**src/rtl/norm_exp_adjust_seq_if.sv**
```systemverilog
// Handshake and data bundle around the post-add normalizer.
// slave: the normalizer side, master: the upstream/downstream side.
interface norm_exp_adjust_seq_if #(
   parameter int SIZE_EXP = 8,
   parameter int SIZE_MAN = 24
);
   logic                i_valid;
   logic                o_ready;
   logic [SIZE_EXP-1:0] i_exp;
   logic [SIZE_MAN:0]   i_man;
   logic                o_valid;
   logic                i_ready;
   logic [SIZE_EXP-1:0] o_exp;
   logic [SIZE_MAN-1:0] o_man;
   logic                o_sticky;
   logic                o_zero;
   logic                o_overflow;
   logic                o_underflow;

   modport slave (
      input  i_valid, i_exp, i_man, i_ready,
      output o_ready, o_valid, o_exp, o_man, o_sticky, o_zero, o_overflow, o_underflow
   );

   modport master (
      output i_valid, i_exp, i_man, i_ready,
      input  o_ready, o_valid, o_exp, o_man, o_sticky, o_zero, o_overflow, o_underflow
   );
endinterface

```
**src/rtl/norm_exp_adjust_seq.sv**
```systemverilog
// Post-add normalizer: takes the raw sum mantissa (with carry) and the greater
// exponent, shifts back to normalized form one bit per cycle and adjusts the
// exponent. Flags zero, overflow and underflow (subnormal) results.
module norm_exp_adjust_seq #(
   parameter int SIZE_EXP = 8,
   parameter int SIZE_MAN = 24
) (
   input logic                  i_clk,
   input logic                  i_rst,
   norm_exp_adjust_seq_if.slave bus
);
   localparam logic [SIZE_EXP-1:0] ExpMax = '1;
   localparam logic [SIZE_EXP-1:0] ExpOne = SIZE_EXP'(1);

   typedef enum logic [1:0] {StIdle, StCheck, StShift, StDone} state_e;

   state_e              state_q, state_d;
   logic [SIZE_EXP-1:0] exp_q, exp_d;
   logic [SIZE_MAN:0]   man_q, man_d;
   logic [SIZE_EXP-1:0] res_exp_q, res_exp_d;
   logic [SIZE_MAN-1:0] res_man_q, res_man_d;
   logic                sticky_q, sticky_d;
   logic                zero_q, zero_d;
   logic                ovf_q, ovf_d;
   logic                unf_q, unf_d;

   logic [SIZE_MAN:0]   man_shl;
   logic [SIZE_EXP-1:0] exp_dec;
   logic [SIZE_EXP:0]   exp_inc;

   assign man_shl = {man_q[SIZE_MAN-1:0], 1'b0};
   assign exp_dec = exp_q - ExpOne;
   // One bit wider so the overflow compare cannot be fooled by a wrap.
   assign exp_inc = {1'b0, exp_q} + {{SIZE_EXP{1'b0}}, 1'b1};

   assign bus.o_ready     = (state_q == StIdle);
   assign bus.o_valid     = (state_q == StDone);
   assign bus.o_exp       = res_exp_q;
   assign bus.o_man       = res_man_q;
   assign bus.o_sticky    = sticky_q;
   assign bus.o_zero      = zero_q;
   assign bus.o_overflow  = ovf_q;
   assign bus.o_underflow = unf_q;

   // Next-state and result computation for the normalize FSM.
   always_comb begin
      state_d   = state_q;
      exp_d     = exp_q;
      man_d     = man_q;
      res_exp_d = res_exp_q;
      res_man_d = res_man_q;
      sticky_d  = sticky_q;
      zero_d    = zero_q;
      ovf_d     = ovf_q;
      unf_d     = unf_q;
      unique case (state_q)
         StIdle: begin
            if (bus.i_valid) begin
               // Subnormal operands carry exponent 0 but scale like exponent 1.
               exp_d   = (bus.i_exp == '0) ? ExpOne : bus.i_exp;
               man_d   = bus.i_man;
               state_d = StCheck;
            end
         end
         StCheck: begin
            state_d = StDone;
            if (man_q == '0) begin
               zero_d    = 1'b1;
               res_exp_d = '0;
               res_man_d = '0;
            end else if (man_q[SIZE_MAN]) begin
               if (exp_inc == {1'b0, ExpMax}) begin
                  ovf_d     = 1'b1;
                  res_exp_d = ExpMax;
                  res_man_d = '0;
               end else begin
                  res_exp_d = exp_inc[SIZE_EXP-1:0];
                  res_man_d = man_q[SIZE_MAN:1];
                  sticky_d  = man_q[0];
               end
            end else if (man_q[SIZE_MAN-1]) begin
               res_exp_d = exp_q;
               res_man_d = man_q[SIZE_MAN-1:0];
            end else begin
               state_d = StShift;
            end
         end
         StShift: begin
            if (exp_q == ExpOne) begin
               // Already at the minimum exponent: no room to shift further.
               unf_d     = 1'b1;
               res_exp_d = '0;
               res_man_d = man_q[SIZE_MAN-1:0];
               state_d   = StDone;
            end else begin
               man_d = man_shl;
               exp_d = exp_dec;
               if (man_shl[SIZE_MAN-1]) begin
                  res_exp_d = exp_dec;
                  res_man_d = man_shl[SIZE_MAN-1:0];
                  state_d   = StDone;
               end else if (exp_dec == ExpOne) begin
                  unf_d     = 1'b1;
                  res_exp_d = '0;
                  res_man_d = man_shl[SIZE_MAN-1:0];
                  state_d   = StDone;
               end
            end
         end
         StDone: begin
            if (bus.i_ready) begin
               state_d   = StIdle;
               res_exp_d = '0;
               res_man_d = '0;
               sticky_d  = 1'b0;
               zero_d    = 1'b0;
               ovf_d     = 1'b0;
               unf_d     = 1'b0;
            end
         end
         default: state_d = StIdle;
      endcase
   end

   // State and result registers; async reset discards any in-flight result.
   always_ff @(posedge i_clk or posedge i_rst) begin
      if (i_rst) begin
         state_q   <= StIdle;
         exp_q     <= '0;
         man_q     <= '0;
         res_exp_q <= '0;
         res_man_q <= '0;
         sticky_q  <= 1'b0;
         zero_q    <= 1'b0;
         ovf_q     <= 1'b0;
         unf_q     <= 1'b0;
      end else begin
         state_q   <= state_d;
         exp_q     <= exp_d;
         man_q     <= man_d;
         res_exp_q <= res_exp_d;
         res_man_q <= res_man_d;
         sticky_q  <= sticky_d;
         zero_q    <= zero_d;
         ovf_q     <= ovf_d;
         unf_q     <= unf_d;
      end
   end
endmodule

```
**src/flat_wrapper.sv**
```systemverilog
// flat-port wrapper written by rule: the top's interface ports become plain ports
module norm_exp_adjust_seq_flat 
#(
   parameter int SIZE_EXP = 8,
   parameter int SIZE_MAN = 24
)
  (i_clk, i_rst, bus_i_valid, bus_i_exp, bus_i_man, bus_i_ready, bus_o_ready, bus_o_valid, bus_o_exp, bus_o_man, bus_o_sticky, bus_o_zero, bus_o_overflow, bus_o_underflow);
  norm_exp_adjust_seq_if #(.SIZE_EXP(SIZE_EXP), .SIZE_MAN(SIZE_MAN)) bus_i ();
  input logic i_clk;
  input logic i_rst;
  input wire logic [$bits(bus_i.i_valid)-1:0] bus_i_valid;
  input wire logic [$bits(bus_i.i_exp)-1:0] bus_i_exp;
  input wire logic [$bits(bus_i.i_man)-1:0] bus_i_man;
  input wire logic [$bits(bus_i.i_ready)-1:0] bus_i_ready;
  output wire logic [$bits(bus_i.o_ready)-1:0] bus_o_ready;
  output wire logic [$bits(bus_i.o_valid)-1:0] bus_o_valid;
  output wire logic [$bits(bus_i.o_exp)-1:0] bus_o_exp;
  output wire logic [$bits(bus_i.o_man)-1:0] bus_o_man;
  output wire logic [$bits(bus_i.o_sticky)-1:0] bus_o_sticky;
  output wire logic [$bits(bus_i.o_zero)-1:0] bus_o_zero;
  output wire logic [$bits(bus_i.o_overflow)-1:0] bus_o_overflow;
  output wire logic [$bits(bus_i.o_underflow)-1:0] bus_o_underflow;
  assign bus_i.i_valid = bus_i_valid;
  assign bus_i.i_exp = bus_i_exp;
  assign bus_i.i_man = bus_i_man;
  assign bus_i.i_ready = bus_i_ready;
  assign bus_o_ready = bus_i.o_ready;
  assign bus_o_valid = bus_i.o_valid;
  assign bus_o_exp = bus_i.o_exp;
  assign bus_o_man = bus_i.o_man;
  assign bus_o_sticky = bus_i.o_sticky;
  assign bus_o_zero = bus_i.o_zero;
  assign bus_o_overflow = bus_i.o_overflow;
  assign bus_o_underflow = bus_i.o_underflow;
  norm_exp_adjust_seq #(.SIZE_EXP(SIZE_EXP), .SIZE_MAN(SIZE_MAN)) u_core (.i_clk(i_clk), .i_rst(i_rst), .bus(bus_i));
endmodule
```
**config.mk**
```make
export PLATFORM = sky130hd
export DESIGN_NAME = norm_exp_adjust_seq_flat
export DESIGN_NICKNAME = d
export VERILOG_FILES = /design/src/rtl/norm_exp_adjust_seq_if.sv /design/src/rtl/norm_exp_adjust_seq.sv /design/src/flat_wrapper.sv
export SDC_FILE = /design/constraint.sdc
export NUM_CORES = 1
export LEC_CHECK = 0
export ABC_AREA = 1
export CAP_MARGIN = 30
export CORE_MARGIN = 2
export CORE_UTILIZATION = 56
export CTS_BUF_LIST = sky130_fd_sc_hd__clkbuf_4 sky130_fd_sc_hd__clkbuf_8
export CTS_CLUSTER_DIAMETER = 80
export DETAILED_ROUTE_END_ITERATION = 12
export GPL_TIMING_DRIVEN = 0
export PLACE_DENSITY = 0.83
export SLEW_MARGIN = 20
export SYNTH_ARGS = -nofsm -noshare
export SYNTH_HDL_FRONTEND = slang
export SYNTH_SLANG_ARGS = --single-unit
```
**constraint.sdc**
```tcl
create_clock -name i_clk -period 2.7 [get_ports i_clk]
set_input_delay 0.405 -clock i_clk [delete_from_list [all_inputs] [get_ports i_clk]]
set_output_delay 0.405 -clock i_clk [all_outputs]
set_load 0.02 [all_outputs]
```
After elaboration in Yosys (flattened, before gate mapping)
Cells that the tools add are included.
Widths: inputs -> output; s select.
{"block": "op_classes", "n_addsub": 2, "eq_ne": 18, "n_mux": 49, "n_reduce_logical": 14}
{"op": "$mux 24", "count": 8}
{"op": "$mux 8", "count": 11}
{"op": "$pmux 24 s3", "count": 1}
{"op": "$mux 25", "count": 2}
{"op": "$pmux 25 s2", "count": 1}
{"op": "$logic_not 25->1", "count": 1}
{"op": "$pmux 8 s3", "count": 1}
{"op": "$eq 8x1->1 const B", "count": 2}
{"op": "$pmux 8 s2", "count": 1}
{"op": "$mux 2", "count": 7}
{"op": "$mux 1", "count": 12}
{"op": "$ne 2x2->1 const B", "count": 5}
{"op": "$reduce_and 5->1", "count": 2}
{"op": "$add 8x1->9 const B", "count": 1}
{"op": "$eq 9x8->1 const B", "count": 1}
{"op": "$reduce_and 3->1", "count": 3}
{"op": "$logic_not 8->1", "count": 1}
{"op": "$ne 4x1->1 const B", "count": 2}
{"op": "$pmux 1 s2", "count": 4}
{"op": "$pmux 2 s4", "count": 1}
{"op": "$reduce_and 4->1", "count": 2}
{"op": "$sub 8x1->8 const B", "count": 1}
{"op": "$ne 2x1->1 const B", "count": 3}
{"op": "$reduce_bool 2->1", "count": 3}
{"op": "other kinds (6)", "count": 7}
{"block": "word_totals", "ff_bits": 71, "input_bits": 37, "out_inout_bits": 38, "wordCells": 92}

Depth between registers and ports, before layout
Gate-level depths: netlist (run 1).
{"block": "depth", "word_depth": 6, "ltp_mapped": 15, "ltp_nobuf": 14}

Worst setup path before layout (run 1)
OpenSTA, ideal clock, no wires.
{"block": "synth_path", "path_type": "reg-to-reg", "start": "register u_core.exp_q[1]", "end": "register u_core.res_exp_q[2] (netlist: u_core.bus.o_exp[2])", "setup_time_ns": 0.117, "t_arrival_ns": 1.732, "required_ns": 2.583, "path_slack_ns": 0.851, "stages_incl_launch_ff": 12, "path_buffers": 1, "period_less_slack_ns": 1.849, "path_cell_list": "dfrtp_1 inv_1 ha_1 xnor2_1 nand3_1 nor2_1 nand3_2 nand3_2 nand2_4 buf_2 nand2_1 nand2_1"}
{"block": "synth_between", "elab_chain_cells": 6, "elab_cells_between_ends": 13, "classes_between": "2 x add/sub; 4 x eq/ne; 6 x mux; 1 x reduce/logical"}
{"item": "from (decl)", "line_no": "norm_exp_adjust_seq.sv:18", "rtl": "logic [SIZE_EXP-1:0] exp_q, exp_d;"}
{"item": "from (signal assigned)", "line_no": "norm_exp_adjust_seq.sv:139", "rtl": "exp_q <= exp_d;"}
{"item": "$add 8x1->9", "line_no": "norm_exp_adjust_seq.sv:34", "rtl": "assign exp_inc = {1'b0, exp_q} + {{SIZE_EXP{1'b0}}, 1'b1};"}
{"item": "$eq 9x8->1", "line_no": "norm_exp_adjust_seq.sv:72", "rtl": "if (exp_inc == {1'b0, ExpMax}) begin"}
{"item": "$mux 8", "line_no": "norm_exp_adjust_seq.sv:72"}
{"item": "$mux 8", "line_no": "norm_exp_adjust_seq.sv:71", "rtl": "end else if (man_q[SIZE_MAN]) begin"}
{"item": "$mux 8", "line_no": "norm_exp_adjust_seq.sv:67", "rtl": "if (man_q == '0) begin"}
{"item": "$pmux 8 s3", "line_no": "norm_exp_adjust_seq.sv:56", "rtl": "unique case (state_q)"}
{"item": "to (signal assigned)", "line_no": "norm_exp_adjust_seq.sv:141", "rtl": "res_exp_q <= res_exp_d;"}
{"item": "to (decl)", "line_no": "norm_exp_adjust_seq.sv:20", "rtl": "logic [SIZE_EXP-1:0] res_exp_q, res_exp_d;"}
Several ways; a longest one is shown, not always the timed one.
A chain may end at the register's enable or synchronous reset.

Worst setup path in the final report (run 1)
{"block": "layout_path", "start": "register u_core.state_q[0]", "end": "register u_core.res_man_q[10] (netlist: u_core.bus.o_man[10])"}
{"block": "layout_between", "elab_chain_cells": 3, "elab_cells_between_ends": 9, "classes_between": "6 x eq/ne; 1 x mux; 2 x reduce/logical"}
{"item": "from (decl)", "line_no": "norm_exp_adjust_seq.sv:17", "rtl": "state_e state_q, state_d;"}
{"item": "from (signal assigned)", "line_no": "norm_exp_adjust_seq.sv:128", "rtl": "state_q <= StIdle;"}
{"item": "from (signal assigned)", "line_no": "norm_exp_adjust_seq.sv:138", "rtl": "state_q <= state_d;"}
{"item": "$eq 2x2->1 or $eq 2x1->1 (tied branches)", "line_no": "norm_exp_adjust_seq.sv:56"}
{"item": "$ne 4x1->1 (no line), or another cell as far along"}
{"item": "$reduce_and 4->1 (no line)"}
{"item": "to (signal assigned)", "line_no": "norm_exp_adjust_seq.sv:142", "rtl": "res_man_q <= res_man_d;"}
{"item": "to (decl)", "line_no": "norm_exp_adjust_seq.sv:21", "rtl": "logic [SIZE_MAN-1:0] res_man_q, res_man_d;"}
Several ways; a longest one is shown, not always the timed one.

==> results of run 1 <==
where the power goes:
part / total [µW] / internal (µW) / switching (µW)
clock: 1020 / 569 / 449
combinational: 5820 / 2060 / 3760
sequential: 2070 / 1610 / 465
cells by family (layout without fill, tap and decap cells):
group / Yosys count / after routing
xor+xnor: 3 / 3
flops: 71 / 71
buf+inv: 105 / 196
fa+ha+maj: 8 / 8
simple gates: 375 / 375
compound gates: 130 / 130
cell type report:
class,instances,area share
tap,105,0.0222
multi-input combinational,516,0.428
clock inverter,5,0.0136
timing repair buffer,75,0.130
buffer,36,0.0352
clock buffer,11,0.0256
sequential,71,0.301
inverter,69,0.0447
cells in the final DEF (no fill, tap or decap), types with 4 or more instances in the layout:
| cell | n |
|---|---|
| nand2_1 | 251 |
| clkdlybuf4s50_1 | 74 |
| dfrtp_1 | 71 |
| inv_1 | 60 |
| o21ai_0 | 48 |
| nor2_1 | 47 |
| a21oi_1 | 43 |
| nand3_1 | 29 |
| nand3_2 | 24 |
| clkbuf_1 | 17 |
| o22ai_1 | 17 |
| clkbuf_8 | 11 |
| o21ai_1 | 10 |
| ha_1 | 8 |
| buf_6 | 7 |
| o211ai_1 | 7 |
| inv_2 | 6 |
| nor2_4 | 5 |
| buf_2 | 5 |
| nand4_1 | 5 |
| nor2_2 | 4 |
layer usage:
layer  GRT usage  vias to the layer above
met2       0.527                      283
met3      0.0470                       19
met4       0.126                        0
met5           0                        -
li1            -                     2400
met1       0.461                     2355
worst paths after layout:
check / to / slack [ps] / cells past startpoint
hold / removal: u_core.bus.o_man[4] / 340 / 2
setup reg to reg: u_core.bus.o_man[10] / 200 / 10
hold reg to reg: u_core.bus.o_man[19] / 480 / 2
max in group asynchronous: u_core.bus.o_man[9] / 1800 / 3
min in group i_clk: u_core.bus.o_man[19] / 480 / 2
setup / recovery: u_core.bus.o_man[10] / 200 / 10
state kept, by name (all words and copies together), names as in the netlist:
signal,flops
u_core.bus.o_sticky,1
u_core.state_q,2
u_core.exp_q,8
u_core.bus.o_overflow,1
u_core.bus.o_exp,8
u_core.bus.o_man,24
u_core.man_q,25
u_core.bus.o_underflow,1
u_core.bus.o_zero,1
stage by stage:
stage               area, µm²  TNS (ps)   util
floorplan                4770         0      -
global placement         5640    -53640  0.683
detailed placement       5670         0  0.687
CTS                      5910         0  0.715
global route             5910         0  0.715
finish                   5910         0  0.715
critical path, stage by stage (launching register included):
cell and delay, ps:
dfrtp_1 430, inv_1 110, ha_1 150, clkbuf_1 410, o21ai_2 260, inv_2 240
buf_1 450, o22ai_1 170, nand2_1 110, nand2_1 50, nand2_1 50
==> results.ini, run 1 <==
[logic_synthesis]
yosysWarningCount=0
synth_top_area_frac=0.372
netlist_top_cells_area=dfrtp_1, nand2_1, nand3_2
synthAdderAreaFrac=0.0210
synth_compound_area_frac=0.147
avgSynthCellArea_um2=6.90
synthSimpleGateAreaFrac=0.356
netlist_area_um2=4770
synth_top_family_by_area=simple AND/OR/NAND/NOR gates
synth-edff-count=0
ys_seq_area_frac=0.372
synth_most_common_cell=nand2_1
synth_fp_nets=737
ys_seq_elements=71
yosys.area.top_type=dfrtp_1
ys_types=36
synthFlopType=dfrtp_1
async_flop_share=1.00
synthMuxAreaShare=0
synth-xor-area-share=0.00551
synth_cells=692
yosys-top-cells-count=nand2_1, dfrtp_1, inv_1, o21ai_0, nor2_1

[setup_path]
cp-start-kind=flop
arrival_ps=2790
critPathKind=flop to flop
cp-startpoint=u_core.state_q[0]
required_ps=3000
rr_startpoint=u_core.state_q[0]
worstSetupEndpointType=flop
cp_max_fo=10

[timing]
rsz0062_at_grt=no
hold_viol=0
fin_crit_ps=2500
fin_crit_sh=0.925
clock_skew_ps=10.8
clock.fmax_mhz=401
setup_viol=0
relSlewSlack=0.514
worstMarginPinSlew_ps=726
fin_ws_ps=204
worst_hold_slack_ps=341
maxSlewViolCount=0

[floorplan]
io_pins=75
initial_core_util=0.578
die_x_um=96.3
die_area_um2=9280
die_h_um=96.3
core_um2=8260
row_count=33

[detailed_routing]
drc=0
detail-route-antenna-nets=0
drt_iter0_markers=495
dr.max_layer_used=met4
dr.pass1.iters=5
vias_per_cell=5.69
totalWireLength_um=14600
wl_met1_um=6310
dr_wl_met3_um=1260
wire_per_inst_um=16.5
wl_met2_um=6810
vias=5057

[place]
routabilityCongestion=0.914
dp_hpwl_um=10600
port_buffers=74
dp.cells=872
dpl_worst_slack_ps=255

[finish]
areaGrowthSynthToFinish_pct=23.8
fillCellCount=710
final_cells=888
multi_input_area_um2=2530
seqCellArea_um2=1780
finalNetCount=823
drive_above_1_share=0.106
antenna_cells_inserted=0

[global_routing]
grt_pass1_vias=4798
grt-ovfl-total=0
grt_pass1_wl_um=23500
grt_max_degree=51
track_usage=0.332
antenna_found_initial=0

[clock_network]
post_cts_resized=0
cts_hold_buf=0
cts_made_buffers=9
clockBufferDepth=2
h-tree-depth=3
clk_pin_slew_worst_paths_ps=80
clock_latency_ps=360
postCtsSetupRepairBufs=0
cts_sinks=71
cts_tree=done
clockRootBuffer=clkbuf_8

[power]
p_leak_uw=0.00299
p_per_area_nw_per_um2=1510
peakVddDrop_mv=0.810
power.total_uw=8910

[status]
status=complete, no violations

[min_path]
worstHoldPathType=input port to async pin

[flow_run]
cap_violations=0

Power figures use the tool's default switching activity.
==> inputs of run 2 (changes only) <==
--- a/config.mk
+++ b/config.mk
@@ -8,13 +8,12 @@
 export ABC_AREA = 1
 export CAP_MARGIN = 30
 export CORE_MARGIN = 2
-export CORE_UTILIZATION = 56
+export CORE_UTILIZATION = 61
 export CTS_BUF_LIST = sky130_fd_sc_hd__clkbuf_4 sky130_fd_sc_hd__clkbuf_8
 export CTS_CLUSTER_DIAMETER = 80
 export DETAILED_ROUTE_END_ITERATION = 12
 export GPL_TIMING_DRIVEN = 0
-export PLACE_DENSITY = 0.83
-export SLEW_MARGIN = 20
+export PLACE_DENSITY = 0.89
 export SYNTH_ARGS = -nofsm -noshare
 export SYNTH_HDL_FRONTEND = slang
 export SYNTH_SLANG_ARGS = --single-unit
==> constraint.sdc (replaced) <==
create_clock -name i_clk -period 3.2 [get_ports i_clk]
set_input_delay 0.48 -clock i_clk [delete_from_list [all_inputs] [get_ports i_clk]]
set_output_delay 0.48 -clock i_clk [all_outputs]
set_load 0.02 [all_outputs]
==> results.ini, run 2 (synthesized netlist as in run 1, its figures left out) <==
[status]
status=complete, no violations  ; unchanged

[floorplan]
io_pins=75  ; unchanged
die_h_um=92.5  ; was 96.3 µm
initial_core_util=0.624  ; was 0.578
core_um2=7650  ; was 8260 µm²
die_area_um2=8550  ; was 9280 µm²
row_count=32  ; was 33
die_x_um=92.5  ; was 96.3 µm

[setup_path]
worstSetupEndpointType=flop  ; unchanged
rr_startpoint=u_core.state_q[0]  ; unchanged
ff2ff_setup_slack_ps=650  ; was 200 ps
required_ps=3450  ; was 3000 ps
cp-startpoint=u_core.state_q[0]  ; unchanged
rr_worst_depth=11  ; was 10
critPathKind=flop to flop  ; unchanged
cp-start-kind=flop  ; unchanged
cp-endpoint=u_core.bus.o_man[21]  ; was u_core.bus.o_man[10]
r2r_end=u_core.bus.o_man[21]  ; was u_core.bus.o_man[10]
cp_max_fo=10  ; unchanged
arrival_ps=2800  ; was 2790 ps

[global_routing]
grt_pass1_vias=4658  ; was 4798
top_usage_layer=met2  ; unchanged
met1_usage=0.478  ; was 0.461
track_usage=0.332  ; about the same
grt_pass1_wl_um=22500  ; was 23500 µm
grt_util_met2=0.512  ; was 0.527
gr-usage-met3=0.0399  ; was 0.0470
grt_max_degree=72  ; was 51
grt-ovfl-total=0  ; unchanged
antenna_found_initial=0  ; unchanged

[finish]
largest_reg_flops=25  ; unchanged
antenna_cells_inserted=0  ; unchanged
final_common_cell=nand2_1  ; unchanged
regMostFlops=u_core.man_q  ; unchanged
layout_common_cells=nand2_1, clkdlybuf4s50_1, dfrtp_1  ; unchanged
drive_above_1_share=0.105  ; was 0.106
areaGrowthSynthToFinish_pct=22.4  ; was 23.8%
finalNetCount=822  ; was 823
fillCellCount=583  ; was 710

[timing]
worstMarginPinSlew_ps=900  ; was 726 ps
worst_hold_slack_ps=481  ; was 341 ps
maxSlewViolCount=0  ; unchanged
clock.fmax_mhz=393  ; was 401 MHz
hold_viol=0  ; unchanged
fin_setup_tns_ps=0  ; unchanged
relSlewSlack=0.400  ; was 0.514
setup_viol=0  ; unchanged
clock_skew_ps=8.98  ; was 10.8 ps
rsz0062_at_grt=no  ; unchanged
fin_crit_ps=2550  ; was 2500 ps
fin_crit_sh=0.796  ; was 0.925

[clock_network]
clockRootBuffer=clkbuf_8  ; unchanged
postCtsSetupRepairBufs=0  ; unchanged
clk_pin_slew_worst_paths_ps=80  ; about the same
h-tree-depth=3  ; unchanged
cts_sinks=71  ; unchanged
clockBufferDepth=2  ; unchanged
cts_tree=done  ; unchanged
post_cts_resized=0  ; unchanged
cts_made_buffers=9  ; unchanged
clock_latency_ps=350  ; was 360 ps
cts_hold_buf=0  ; unchanged

[detailed_routing]
vias=5063  ; was 5057
dr.pass1.iters=6  ; was 5
totalWireLength_um=13800  ; was 14600 µm
wire_per_inst_um=15.6  ; was 16.5 µm
drc=0  ; unchanged
vias_per_cell=5.73  ; was 5.69
drt_iter0_markers=520  ; was 495
detail-route-antenna-nets=0  ; unchanged

[place]
port_buffers=74  ; unchanged
dp_hpwl_um=9980  ; was 10600 µm
routabilityCongestion=0.938  ; was 0.914

[min_path]
worstHoldPathType=flop to flop  ; was input port to async pin

[power]
internal_power_uw=3450  ; was 4240 µW
netSwitchingPower_uw=3870  ; was 4680 µW
p_leak_uw=0.00296  ; was 0.00299 µW
sequentialPowerShare=0.238  ; was 0.233
clkPwrFrac=0.101  ; was 0.114
p_per_area_nw_per_um2=1250  ; was 1510 nW/µm²
power_frac_comb=0.661  ; was 0.653
peakVddDrop_mv=0.720  ; was 0.810 mV
sw_frac_of_total=0.529  ; was 0.525

[flow_run]
cap_violations=0  ; unchanged

[run 2: cell types whose count changed in the layout (fill, tap and decap cells not counted)]
cell       before  now
inv_6           0    1
clkinv_4        0    1
clkinv_2        1    2
bufinv_16       2    1
buf_16          1    0
clkbuf_8       11    9
[run 2: power groups by stage]
stage,clock (µW),sequential [µW],combinational [µW]
after floorplan,0,1900,3140
after global placement,0,1720,4630
after detailed placement,0,1740,4730
after CTS,739,1730,4770
after global routing,781,1790,5360
final,741,1740,4830
[run 2: worst min-delay path by stage]
stage	from	to	slack (ps)	depth (start not counted)
floorplan	u_core.man_q[16]	u_core.man_q[16]	500	2
global placement	u_core.bus.o_man[0]	u_core.bus.o_man[0]	460	2
detailed placement	u_core.bus.o_exp[2]	u_core.bus.o_exp[2]	460	2
CTS	u_core.bus.o_exp[2]	u_core.bus.o_exp[2]	480	2
global route	u_core.bus.o_man[0]	u_core.bus.o_man[0]	500	2
finish	u_core.bus.o_man[3]	u_core.bus.o_man[3]	480	2
[run 2: layout make-up]
type,count,area [µm²],area share
clock inverter,7,72.6,0.0124
clock buffer,9,124,0.0212
tap,102,128,0.0219
inverter,69,264,0.0452
timing repair buffer,74,741,0.127
sequential,71,1780,0.304
multi-input combinational,516,2530,0.433
buffer,36,208,0.0356
[run 2: metal layers]
metal  share of wire  up-vias
met4           0.027        0
li1                -     2395
met3            0.10       34
met5               0        -
met2            0.46      328
met1            0.41     2306
[run 2: worst max-delay path, stage by stage, from the launching register on]
cell and delay (ps):
dfrtp_1 430, inv_1 120, ha_1 160, clkbuf_1 420
nor2_1 210, nand2_2 210, clkinv_1 310, buf_4 310
nand3_2 70, nand2_1 80, nand2_1 80, nand2_1 50
[run 2: metrics by stage]
| step | cells | utilization | cell area (µm²) | total power (µW) | setup slack [ps] |
|---|---|---|---|---|---|
| 2_1_floorplan | 692 | - | 4770 | 5040 | 923 |
| 3_3_place_gp | 868 | 0.738 | 5640 | 6360 | -285 |
| 3_5_place_dp | 868 | 0.738 | 5640 | 6480 | 760 |
| 4_1_cts | 884 | 0.764 | 5840 | 7240 | 740 |
| 5_1_grt | 884 | 0.764 | 5840 | 7930 | 528 |
| 6_report | 884 | 0.764 | 5840 | 7320 | 653 |
